<file path="src/rtl/fetch_sequencer_pkg.sv">
// ---------------------------------------------------------------------------
// fetch_sequencer_pkg
// Shared pipeline definitions for the instruction-fetch sequencer:
//   - state_t        : sequencer FSM encoding (RUN / HALT)
//   - PC_RESET_DEFAULT / PC_INC_DEFAULT : default fetch address and increment
//   - CNT_MAX        : saturation value of the 16-bit event counters
// ---------------------------------------------------------------------------
package fetch_sequencer_pkg;

    typedef enum logic {
        ST_RUN  = 1'b0,
        ST_HALT = 1'b1
    } state_t;

    localparam logic [15:0] PC_RESET_DEFAULT = 16'h0000;
    localparam logic [15:0] PC_INC_DEFAULT   = 16'd2;
    localparam logic [15:0] CNT_MAX          = 16'hFFFF;

endpackage

</file>
<file path="src/rtl/fetch_sequencer_counter.sv">
// ---------------------------------------------------------------------------
// sat_counter16
// 16-bit event counter with synchronous clear and saturation at 16'hFFFF.
// Ports:
//   clk    : clock
//   clear  : synchronous clear (wins over enable)
//   enable : count one event this cycle
//   count  : current count value
// ---------------------------------------------------------------------------
module sat_counter16
    import fetch_sequencer_pkg::*;
(
    input  logic        clk,
    input  logic        clear,
    input  logic        enable,
    output logic [15:0] count
);

    logic [15:0] count_reg;

    always_ff @(posedge clk) begin
        if (clear) begin
            count_reg <= 16'h0000;
        end else if (enable && (count_reg != CNT_MAX)) begin
            count_reg <= count_reg + 16'd1;
        end
    end

    assign count = count_reg;

endmodule

</file>
<file path="src/rtl/fetch_sequencer.sv">
// ---------------------------------------------------------------------------
// fetch_sequencer
// Chooses the next fetch address and the pipeline hold/flush controls from
// branch, jump, load-use and HALT events, and counts stall and redirect
// events.
// Parameters:
//   PC_RESET : fetch address presented while reset is high
//   PC_INC   : sequential fetch increment in bytes
// Ports:
//   clk, reset            : clock, synchronous active-high reset
//   pc_in                 : current program-counter value
//   load_use              : load-use hazard on the ID-stage instruction
//   branch_taken/_target  : EX-stage taken branch and its destination
//   jump/jump_target      : ID-stage jump and its destination
//   halt_detect           : ID-stage HALT decoded
//   resume                : restart request, used only while halted
//   next_pc               : address for the PC register
//   pc_stall              : PC holds its value
//   if_id_write           : 0 = IF/ID holds its value
//   if_id_flush           : IF/ID loads a NOP
//   id_ex_flush           : ID/EX loads a bubble
//   halted                : FSM is in HALT
//   stall_cnt / flush_cnt : saturating load-use stall / redirect counters
// ---------------------------------------------------------------------------
module fetch_sequencer
    import fetch_sequencer_pkg::*;
#(
    parameter logic [15:0] PC_RESET = PC_RESET_DEFAULT,
    parameter logic [15:0] PC_INC   = PC_INC_DEFAULT
) (
    input  logic        clk,
    input  logic        reset,
    input  logic [15:0] pc_in,
    input  logic        load_use,
    input  logic        branch_taken,
    input  logic [15:0] branch_target,
    input  logic        jump,
    input  logic [15:0] jump_target,
    input  logic        halt_detect,
    input  logic        resume,
    output logic [15:0] next_pc,
    output logic        pc_stall,
    output logic        if_id_write,
    output logic        if_id_flush,
    output logic        id_ex_flush,
    output logic        halted,
    output logic [15:0] stall_cnt,
    output logic [15:0] flush_cnt
);

    state_t      state_reg;
    logic [1:0]  cnt_en;          // [0] load-use stall, [1] redirect
    logic [15:0] cnt_val [2];

    // A halt_detect alongside a branch or jump belongs to the flushed path,
    // so HALT is entered only when it is the highest-priority event.
    always_ff @(posedge clk) begin
        if (reset) begin
            state_reg <= ST_RUN;
        end else begin
            case (state_reg)
                ST_RUN: begin
                    if (!branch_taken && !jump && !load_use && halt_detect) begin
                        state_reg <= ST_HALT;
                    end
                end
                ST_HALT: begin
                    if (resume) begin
                        state_reg <= ST_RUN;
                    end
                end
                default: state_reg <= ST_RUN;
            endcase
        end
    end

    always_comb begin
        next_pc     = pc_in + PC_INC;
        pc_stall    = 1'b0;
        if_id_write = 1'b1;
        if_id_flush = 1'b0;
        id_ex_flush = 1'b0;
        halted      = 1'b0;
        cnt_en      = 2'b00;

        if (reset) begin
            next_pc     = PC_RESET;
            if_id_flush = 1'b1;
            id_ex_flush = 1'b1;
        end else if (state_reg == ST_HALT) begin
            // Outputs stay at HALT values even in the resume cycle.
            halted      = 1'b1;
            pc_stall    = 1'b1;
            if_id_flush = 1'b1;
            id_ex_flush = 1'b1;
            next_pc     = pc_in;
        end else if (branch_taken) begin
            next_pc     = branch_target;
            if_id_flush = 1'b1;
            id_ex_flush = 1'b1;
            cnt_en[1]   = 1'b1;
        end else if (jump) begin
            next_pc     = jump_target;
            if_id_flush = 1'b1;
            cnt_en[1]   = 1'b1;
        end else if (load_use) begin
            next_pc     = pc_in;
            pc_stall    = 1'b1;
            if_id_write = 1'b0;
            id_ex_flush = 1'b1;
            cnt_en[0]   = 1'b1;
        end else if (halt_detect) begin
            next_pc     = pc_in;
            pc_stall    = 1'b1;
            if_id_flush = 1'b1;
        end
    end

    generate
        for (genvar gi = 0; gi < 2; gi++) begin : g_cnt
            sat_counter16 u_cnt (
                .clk    (clk),
                .clear  (reset),
                .enable (cnt_en[gi]),
                .count  (cnt_val[gi])
            );
        end
    endgenerate

    assign stall_cnt = cnt_val[0];
    assign flush_cnt = cnt_val[1];

endmodule

</file>
<file path="config.mk">
export PLATFORM = sky130hd
export DESIGN_NAME = fetch_sequencer
export DESIGN_NICKNAME = d
export VERILOG_FILES = /design/src/rtl/fetch_sequencer_pkg.sv /design/src/rtl/fetch_sequencer_counter.sv /design/src/rtl/fetch_sequencer.sv
export SDC_FILE = /design/constraint.sdc
export NUM_CORES = 1
export LEC_CHECK = 0
export ABC_AREA = 1
export CORE_MARGIN = 2
export CORE_UTILIZATION = 41
export CTS_BUF_LIST = sky130_fd_sc_hd__clkbuf_4 sky130_fd_sc_hd__clkbuf_8 sky130_fd_sc_hd__clkbuf_16
export DETAILED_ROUTE_END_ITERATION = 12
export HOLD_SLACK_MARGIN = 0.03
export PLACE_DENSITY = 0.78
export SLEW_MARGIN = 25
export SYNTH_ARGS = -nofsm -noshare
export SYNTH_HDL_FRONTEND = slang
export SYNTH_SLANG_ARGS = --single-unit
</file>
<file path="constraint.sdc">
create_clock -name clk -period 1.54 [get_ports clk]
set_clock_uncertainty 0.05 [all_clocks]
set_input_delay 0.154 -clock clk [delete_from_list [all_inputs] [get_ports clk]]
set_output_delay 0.154 -clock clk [all_outputs]
set_load 0.05 [all_outputs]
</file>
==> impl_results.md, run 1 <==
* Area growth, synth to finish at 84.1%
* DRC Markers at 0
* Placed Cells at 720
* Core footprint at 6790 µm²
* CTS Root Cell: clkbuf_8
* Max_cap viols at 0
* Synthesized area per cell at 6.05 µm²
* Syn Std Cell Area at 2860 µm²
* Top Ports at 108
* Metal-1 WL at 4360 µm
* WS Path Type: reg2out
* Cell variety after synth at 34
* Largest net degree at the start of global routing at 22
* Max Used Layer: met4
* Final period utilization at 108%
* Synth Area in Simple Gates at 45.7%
* Final hold vios at 0
* WL met3 at 892 µm
* Met2 WL at 5840 µm
* RD Place Congestion at 0.933
* Count of antenna-violating nets left after detailed routing at 0
* Clock sink total at 33
* Max reg flops at 32
* Num CTS Buffers at 5
* Vias at 3999
* Maximum vdd drop at 0.000420 V
* Pwr/cell area at 518 nW/µm²
* Reg clk slew, reported paths at 0.07 ns
* Setup-failing EPs final at 20
* N_diodes at 0
* Cell count after synthesis at 473
* GR Util All Layers at 26.4%
* Num rows at 30
* Die width at 87.6 µm
* Antenna violations before repair at 0
* Achievable Freq at 602 MHz
* Status: finished with violations
* Later-pin clock latency in the skew report at 0.30 ns
* Placed cell area at 4670 µm²
* Setup tns final at -1.39 ns
* 1st-iter DRT viols at 287
* CP arrival at 1.46 ns
* Synth Area in Compound Gates at 14.9%
* CTS HTree Levels at 2
* Die area at 7670 µm²
* CTS tree: built
* Drt first pass iters at 5
* Flip-flop and latch count after synthesis at 33
* Type of the tightest min-delay check: in2reg
* Routed WL at 11400 µm
* Clk buf depth at 2
* RSZ-0062 raised after global routing: true
* Main combinational cell family by area after synthesis: simple AND/OR/NAND/NOR gates
* Vias in the first global route at 3644
* Post-DP HPWL at 7620 µm
* Finished Cell Area at 5270 µm²
* Die Ht at 87.6 µm
* Placement Setup Slack at -0.479 ns
* Data required, critical path at 1.34 ns
* Startpoint types: flip-flop
* Post-synthesis adder-cell area fraction at 1.31%
* Hold slack at 0.305 ns
* Final min period at 1.66 ns
* Failing checks: setup timing
* Tightest Pin Transition at 0.341 ns
* Register area share after synthesis at 23.1%
* Layout Nets at 712
* Commonest non-fill, non-tap cell in the layout: nand2_1
* Share of cells above drive strength 1 at 41.8%
* Commonest non-fill, non-tap cells in the layout: nand2_1, buf_4, nor2_1
* Worst setup margin at -0.121 ns
* LEAKAGE at 2.22 nW
* Vias/cell at 5.32
* XOR/XNOR share of the synthesized area at 6.42%
* Synth warn at 0
* Initial Utilization at 42.2%
* First-pass GRT wire length at 16400 µm
* Filler cell count in the final layout at 476
* Mux share of post-synthesis cell area at 0%
* Post-Synthesis Net Count at 531
* WL per Instance at 15.1 µm
* Total global routing overflow at 0
* Max Fanout on Critical Path at 5
* Setup crit end kind: output pin
* Worst slew margin at 77.3%
* Pins Over Slew Limit at 0
* Cell Count, Final, Fillers Out at 751
* Count of input and output buffers at 107
metrics by stage:
step	util, %	total power (W)
global route	77.6	0.00282
detailed placement	68.7	0.00178
global placement	68.7	0.00177
floorplan	-	0.00128
finish	77.6	0.00273
CTS	73.9	0.00265
kinds of logic after synthesis:
family | after synthesis
adders and majority gates | 3
buffers and inverters | 57
DFF | 33
xor gates and xnor gates | 21
and+or+nand+nor | 287
AOI/OAI and AO/OA | 72
layout make-up:
cell class / count / area (µm²) / share of cell area [%]
well taps: 96 / 120 / 2.28
clock inverters: 2 / 33.8 / 0.641
clock buffers: 6 / 76.3 / 1.45
repair buffers: 182 / 1790 / 33.9
flip-flops and latches: 33 / 717 / 13.6
multi-input cells: 386 / 2340 / 44.4
inverters: 46 / 196 / 3.73
Yosys cell counts (all sizes together):
library cell | number | area [µm²]
a21o | 1 | 7.51
a21oi | 34 | 170
a22oi | 1 | 7.51
buf | 5 | 48.8
clkbuf | 6 | 22.5
clkinv | 1 | 3.75
dfxtp | 33 | 661
ha | 3 | 37.5
inv | 45 | 171
nand2 | 163 | 629
nand3 | 39 | 195
nand3b | 4 | 30.0
nand4 | 13 | 93.8
nor2 | 62 | 314
nor3 | 5 | 41.3
o21ai | 19 | 95.1
o221a | 7 | 78.8
o221ai | 1 | 8.76
o22ai | 8 | 50.1
o31ai | 1 | 7.51
or2 | 1 | 6.26
xnor2 | 7 | 61.3
xor2 | 14 | 123
worst max-delay path: stages (launching register included):
cell and delay [ns]:
dfxtp_4 0.37, nor2_8 0.13, buf_4 0.16, o221ai_1 0.12, a22oi_2 0.20, buf_12 0.17
final timing paths:
kind                                          from  slack, ns                               endpoint  cells past startpoint
max                           state_reg$_SDFF_PP0_      -0.12                             next_pc[2]                      5
min                                       load_use       0.30                   state_reg$_SDFF_PP0_                      5
max reg2reg                   state_reg$_SDFF_PP0_      -0.06  g_cnt[1].u_cnt.count[12]$_SDFFE_PP0P_                     11
min reg2reg  g_cnt[1].u_cnt.count[15]$_SDFFE_PP0P_       0.45  g_cnt[1].u_cnt.count[15]$_SDFFE_PP0P_                      2
layer usage:
metal  vias to the layer above  global-route usage, %
met5                         -                      0
met4                         0                   7.97
met3                        32                   4.52
met2                       196                   49.4
met1                      1848                   30.5
li1                       1923                      -
where the power goes:
group / total, W / switching, W / internal (W)
Sequential: 0.000861 / 0.00000919 / 0.000852
Clock: 0.000854 / 0.000358 / 0.000496
Combinational: 0.00102 / 0.000527 / 0.000488
what timing repair did:
action | CTS | global route
endpoints found under the setup margin | 21 | 51
hold buffers | 0 | 0
pin swaps | 17 | 34
gates resized for setup | 88 | 51
buffers inserted | 9 | 11
gates cloned | 0 | 3
No activity file was read; power rests on OpenSTA's default activity.
==> run 2, diff against run 1 <==
Settings changed: CORE_MARGIN 2 to 3, PLACE_DENSITY 0.78 to 0.87.
==> impl_results.md, run 2 (synthesis gave the netlist of run 1 again) <==
* Commonest non-fill, non-tap cell in the layout: nand2_1 (unchanged)
* Vias/cell at 5.64 (was 5.32)
* Die width at 89.6 µm (was 87.6 µm)
* Core footprint at 6570 µm² (was 6790 µm²)
* Worst slew margin at 70.5% (was 77.3%)
* Reg clk slew, reported paths at 0.07 ns (about the same)
* Later-pin clock latency in the skew report at 0.29 ns (was 0.30 ns)
* Met2 WL at 6260 µm (was 5840 µm)
* Cell Count, Final, Fillers Out at 741 (was 751)
* Antenna violations before repair at 0 (unchanged)
* RSZ-0062 raised after global routing: true (unchanged)
* Hold slack at 0.311 ns (was 0.305 ns)
* Area growth, synth to finish at 84.5% (was 84.1%)
* GR Util All Layers at 27.7% (was 26.4%)
* Status: finished with violations (unchanged)
* Data required, critical path at 1.34 ns (about the same)
* Drt first pass iters at 5 (unchanged)
* Top Ports at 108 (unchanged)
* Clk buf depth at 2 (unchanged)
* Max_cap viols at 0 (unchanged)
* Worst setup margin at -0.171 ns (was -0.121 ns)
* CTS HTree Levels at 2 (unchanged)
* RD Place Congestion at 0.925 (was 0.933)
* Pins Over Slew Limit at 0 (unchanged)
* Placement Setup Slack at -0.522 ns (was -0.479 ns)
* FF-to-FF setup slack at -0.03 ns (was -0.06 ns)
* Achievable Freq at 584 MHz (was 602 MHz)
* Max reg flops at 32 (unchanged)
* Metal-1 WL at 4360 µm (about the same)
* Maximum vdd drop at 0.000509 V (was 0.000420 V)
* Total global routing overflow at 0 (unchanged)
* Finished Cell Area at 5290 µm² (was 5270 µm²)
* CTS Root Cell: clkbuf_8 (unchanged)
* WL per Instance at 16.8 µm (was 15.1 µm)
* Filler cell count in the final layout at 393 (was 476)
* Max Fanout on Critical Path at 4 (was 5)
* Vias at 4180 (was 3999)
* First-pass GRT wire length at 17700 µm (was 16400 µm)
* Final min period at 1.71 ns (was 1.66 ns)
* 1st-iter DRT viols at 289 (was 287)
* WS Path Type: reg2out (unchanged)
* CTS tree: built (unchanged)
* Num rows at 29 (was 30)
* Type of the tightest min-delay check: in2reg (unchanged)
* Pwr/cell area at 519 nW/µm² (was 518 nW/µm²)
* DRC Markers at 0 (unchanged)
* Share of cells above drive strength 1 at 41.8% (about the same)
* Vias in the first global route at 3840 (was 3644)
* Final hold vios at 0 (unchanged)
* Die Ht at 89.6 µm (was 87.6 µm)
* Tightest Pin Transition at 0.443 ns (was 0.341 ns)
* Die area at 8020 µm² (was 7670 µm²)
* Commonest non-fill, non-tap cells in the layout: nand2_1, buf_4, nor2_1 (unchanged)
* Hold buffers post-CTS at 0 (unchanged)
* Setup crit end kind: output pin (unchanged)
* Post-DP HPWL at 8020 µm (was 7620 µm)
* Routed WL at 12400 µm (was 11400 µm)
* Count of antenna-violating nets left after detailed routing at 0 (unchanged)
* Layout Nets at 703 (was 712)
* Final period utilization at 111% (was 108%)
* Startpoint types: flip-flop (unchanged)
* Num CTS Buffers at 5 (unchanged)
* Clock sink total at 33 (unchanged)
* Setup tns final at -2.06 ns (was -1.39 ns)
* Placed cell area at 4650 µm² (was 4670 µm²)
* WL met3 at 1290 µm (was 892 µm)
* Count of input and output buffers at 107 (unchanged)
* LEAKAGE at 2.20 nW (was 2.22 nW)
* CP arrival at 1.51 ns (was 1.46 ns)
* Setup-failing EPs final at 23 (was 20)
* Max Used Layer: met4 (unchanged)
* Failing checks: setup timing (unchanged)
* Initial Utilization at 43.6% (was 42.2%)
* Largest net degree at the start of global routing at 30 (was 22)
* Placed Cells at 711 (was 720)
run 2: layer usage:
metal,GRT usage (%),vias up
met5,0,-
met4,12.4,0
met3,6.20,57
met2,49.9,270
met1,30.8,1947
li1,-,1906
run 2: per-stage QoR:
| step | utilization, % | power [W] |
|---|---|---|
| 2_1_floorplan | - | 0.00128 |
| 3_3_place_gp | 70.8 | 0.00177 |
| 3_5_place_dp | 70.8 | 0.00178 |
| 4_1_cts | 76.2 | 0.00266 |
| 5_1_grt | 80.4 | 0.00283 |
| 6_report | 80.5 | 0.00274 |
run 2: worst paths after layout:
check | start | to | depth (start not counted)
min | load_use | state_reg$_SDFF_PP0_ | 5
min reg2reg | g_cnt[1].u_cnt.count[15]$_SDFFE_PP0P_ | g_cnt[1].u_cnt.count[15]$_SDFFE_PP0P_ | 2
max reg2reg | state_reg$_SDFF_PP0_ | g_cnt[1].u_cnt.count[12]$_SDFFE_PP0P_ | 11
max | state_reg$_SDFF_PP0_ | next_pc[14] | 8
run 2: power breakdown:
group / leakage, nW / internal (W) / switching, W
clock network: 0.0601 / 0.000480 / 0.000354
registers: 0.285 / 0.000852 / 0.00000981
logic: 1.85 / 0.000498 / 0.000551
run 2: cell type report:
class	instances	area (µm²)	area share (%)
sequential	33	717	13.6
inverter	46	196	3.72
clock buffer	8	115	2.18
timing repair buffer	172	1760	33.3
tap	93	116	2.20
antenna	2	5.00	0.0947
multi-input combinational	387	2370	44.9
run 2: critical path, cell delays in order (launching register included):
cell,delay (ns)
dfxtp_4,0.37
inv_2,0.09
buf_4,0.12
nand2_2,0.06
inv_2,0.10
nand3_1,0.13
nand2_2,0.11
clkinvlp_4,0.10
buf_12,0.15
run 2: repair_timing:
item                       4_1_cts  5_1_grt
setup endpoints to repair       46       53
pin swaps                       15       22
buffers inserted                 7        9
resized for setup               86       62
cloned                           0        4
==> run 3, diff against run 2 <==
Settings changed: CORE_UTILIZATION 41 to 40, CTS_CLUSTER_DIAMETER set to 200, PLACE_DENSITY 0.87 to 0.86, SYNTH_HIERARCHICAL set to 1.
==> impl_results.md, run 3 <==
* Clk buf depth at 2 (unchanged)
* Count leader, synth: nand2_1 (unchanged)
* Count of input and output buffers at 107 (unchanged)
* Cell count after synthesis at 469 (was 473)
* Vias at 4010 (was 4180)
* Clock sink total at 33 (unchanged)
* Post-synth top cells: nand2_1, nor2_1, inv_1, nand3_1, dfxtp_1 (was nand2_1, nor2_1, inv_1, nand3_1, a21oi_1)
* Worst setup margin at -0.198 ns (was -0.171 ns)
* Hold buffers post-CTS at 0 (unchanged)
* CTS HTree Levels at 2 (unchanged)
* Max stage delay cell, worst path: dfxtp_4 (unchanged)
* Worst Hold Depth at 4 (was 5)
* Die Ht at 89.7 µm (was 89.6 µm)
* Layout Nets at 697 (was 703)
* Cell Count, Final, Fillers Out at 734 (was 741)
* R2R cell count at 13 (was 11)
* Utilization after layout at 77.7% (was 80.5%)
* LEAKAGE at 2.23 nW (was 2.20 nW)
* Max reg flops at 32 (unchanged)
* Register area share after synthesis at 23.6% (was 23.1%)
* GR Util All Layers at 27.8% (was 27.7%)
* Pins Over Slew Limit at 0 (unchanged)
* First-pass GRT wire length at 17600 µm (was 17700 µm)
* Post-synth top area share at 23.6% (was 23.1%)
* Count of antenna-violating nets left after detailed routing at 0 (unchanged)
* Final period utilization at 113% (was 111%)
* Num rows at 29 (unchanged)
* CP most frequent cell: buf_12
* Reg clk slew, reported paths at 0.06 ns (was 0.07 ns)
* Antenna violations before repair at 0 (unchanged)
* Flip-flop and latch count after synthesis at 33 (unchanged)
* Vias/cell at 5.46 (was 5.64)
* Core footprint at 6570 µm² (unchanged)
* WS Path Type: reg2out (unchanged)
* Synthesized area per cell at 5.97 µm² (was 6.05 µm²)
* Critical path's largest stage delay at 0.36 ns (was 0.37 ns)
* WP depth at 7 (was 8)
* Worst slew margin at 65.7% (was 70.5%)
* Startpoint types: flip-flop (unchanged)
* Setup tns final at -1.54 ns (was -2.06 ns)
* Placed Cells at 706 (was 711)
* Max_cap viols at 0 (unchanged)
* Type of the tightest min-delay check: in2reg (unchanged)
* 1st-iter DRT viols at 228 (was 289)
* RSZ-0062 raised after global routing: true (unchanged)
* Post-Synthesis Net Count at 527 (was 531)
* Setup crit end kind: output pin (unchanged)
* Top cells by area, synth: dfxtp_1, nand2_1, nor2_1, nand3_1, inv_1 (was dfxtp_1, nand2_1, nand3_1, nor2_1, a21oi_1)
* Synth warn at 6 (was 0)
* RD Place Congestion at 0.942 (was 0.925)
* Failing checks: setup timing (unchanged)
* Initial Utilization at 42.6% (was 43.6%)
* Status: finished with violations (unchanged)
* Achievable Freq at 575 MHz (was 584 MHz)
* CP Buf/Inv Count at 2 (was 5)
* Commonest non-fill, non-tap cells in the layout: nand2_1, buf_4, nor2_1 (unchanged)
* Drt first pass iters at 5 (unchanged)
* Num CTS Buffers at 5 (unchanged)
* Cell variety after synth at 33 (was 34)
* Pwr/cell area at 500 nW/µm² (was 519 nW/µm²)
* Share of cells above drive strength 1 at 47.0% (was 41.8%)
* Die area at 8040 µm² (was 8020 µm²)
* Post-synth EDFFs at 0 (unchanged)
* Total global routing overflow at 0 (unchanged)
* Data required, critical path at 1.34 ns (about the same)
* CP arrival at 1.53 ns (was 1.51 ns)
* Tightest Pin Transition at 0.513 ns (was 0.443 ns)
* Maximum vdd drop at 0.000456 V (was 0.000509 V)
* Commonest non-fill, non-tap cell in the layout: nand2_1 (unchanged)
* Area growth, synth to finish at 82.2% (was 84.5%)
* Max Fanout on Critical Path at 7 (was 4)
* Syn Std Cell Area at 2800 µm² (was 2860 µm²)
* Later-pin clock latency in the skew report at 0.28 ns (was 0.29 ns)
* Final min period at 1.74 ns (was 1.71 ns)
* DRC Markers at 0 (unchanged)
* CP top delay family: flip-flops (was buffers and inverters)
* Setup-failing EPs final at 22 (was 23)
* Prevailing post-synth register cell: dfxtp_1 (unchanged)
* CTS tree: built (unchanged)
* FFs w/ async S/R, synth at 0% (unchanged)
* Top Ports at 108 (unchanged)
* PnR Total Power at 0.00255 W (was 0.00274 W)
* Final hold vios at 0 (unchanged)
* WL per Instance at 16.0 µm (was 16.8 µm)
* Die width at 89.7 µm (was 89.6 µm)
* FF-to-FF setup slack at -0.05 ns (was -0.03 ns)
* Largest net degree at the start of global routing at 17 (was 30)
* Vias in the first global route at 3855 (was 3840)
* Largest area contributor in the netlist: dfxtp_1 (unchanged)
* CTS Root Cell: clkbuf_8 (unchanged)
* Post-DP HPWL at 7860 µm (was 8020 µm)
* Worst path cell trace: nor2_4 > buf_12 > o21ai_2 > nor2_1 > a21oi_2 > a21oi_4 > buf_12 (was inv_2 > buf_4 > nand2_2 > inv_2 > nand3_1 > nand2_2 > clkinvlp_4 > buf_12)
* Routed WL at 11800 µm (was 12400 µm)
## run 3: changes by cell type after synthesis, sizes merged, moves of 2 or more
cell	delta
xnor2	-7
a21oi	-13
clkbuf	-4
nor2	+50
xor2	-13
o221a	-2
nand3	+2
nand2	-15
o21ai	-8
o221ai	+3
## run 3: layout make-up
| class | count | area (µm²) |
|---|---|---|
| timing repair buffer | 170 | 1640 |
| tap | 93 | 116 |
| inverter | 45 | 173 |
| clock buffer | 7 | 83.8 |
| sequential | 33 | 714 |
| fill | 415 | 1470 |
| multi-input combinational | 384 | 2360 |
| clock inverter | 1 | 5.00 |
| antenna | 1 | 2.50 |
## run 3: power by group
group / internal (W) / switching [W] / leakage [nW] / total (W)
Combinational: 0.000472 / 0.000538 / 1.90 / 0.00101
Clock: 0.000352 / 0.000316 / 0.0491 / 0.000668
Sequential: 0.000857 / 0.0000126 / 0.284 / 0.000869
Total: 0.00168 / 0.000867 / 2.23 / 0.00255
## run 3: kinds of logic (layout without fill, tap and decap cells)
kind of cell	Yosys count	count (layout)	share of synthesized area, %
AOI/OAI and AO/OA	55	55	12.4
xor gates and xnor gates	1	1	0.313
adders and majority gates	3	3	1.34
buffers and inverters	53	223	7.73
DFF	33	33	23.6
other	0	1	0
and+or+nand+nor	324	325	54.6
## run 3: layer usage
metal  track usage [%]  share of wire (%)  wire length [µm]
met1              30.9                 38              4430
met2              51.6                 52              6110
met3              5.02                5.9               698
met4              11.8                4.3               510
met5                 0                  0                 0
## run 3: worst min-delay path, cell delays in order
cell and delay, ns:
buf_2 0.12, buf_4 0.14, nand2_1 0.11, o22ai_1 0.09
## run 3: worst paths after layout
path | endpoint | start
setup / recovery | next_pc[14] | state_reg$_SDFF_PP0_
hold / removal | state_reg$_SDFF_PP0_ | halt_detect
setup reg to reg | g_cnt[0].u_cnt/count[14]$_SDFFE_PP0P_ | state_reg$_SDFF_PP0_
hold reg to reg | g_cnt[1].u_cnt/count[15]$_SDFFE_PP0P_ | g_cnt[1].u_cnt/count[15]$_SDFFE_PP0P_
## run 3: stage by stage
step / cell area [µm²] / hold WS (ns) / setup slack (ns)
finish: 5100 / 0.325 / -0.198
global route: 5100 / 0.349 / -0.246
CTS: 4900 / 0.368 / -0.142
detailed placement: 4500 / 0.444 / -0.460
global placement: 4500 / 0.437 / -0.409
floorplan: 2910 / 0.218 / -0.0865
## run 3: repair_timing
item	in CTS	in global routing
pin swaps	28	44
resized for setup	90	65
setup buffers	8	10
endpoints found under the setup margin	44	51
cloned	2	0
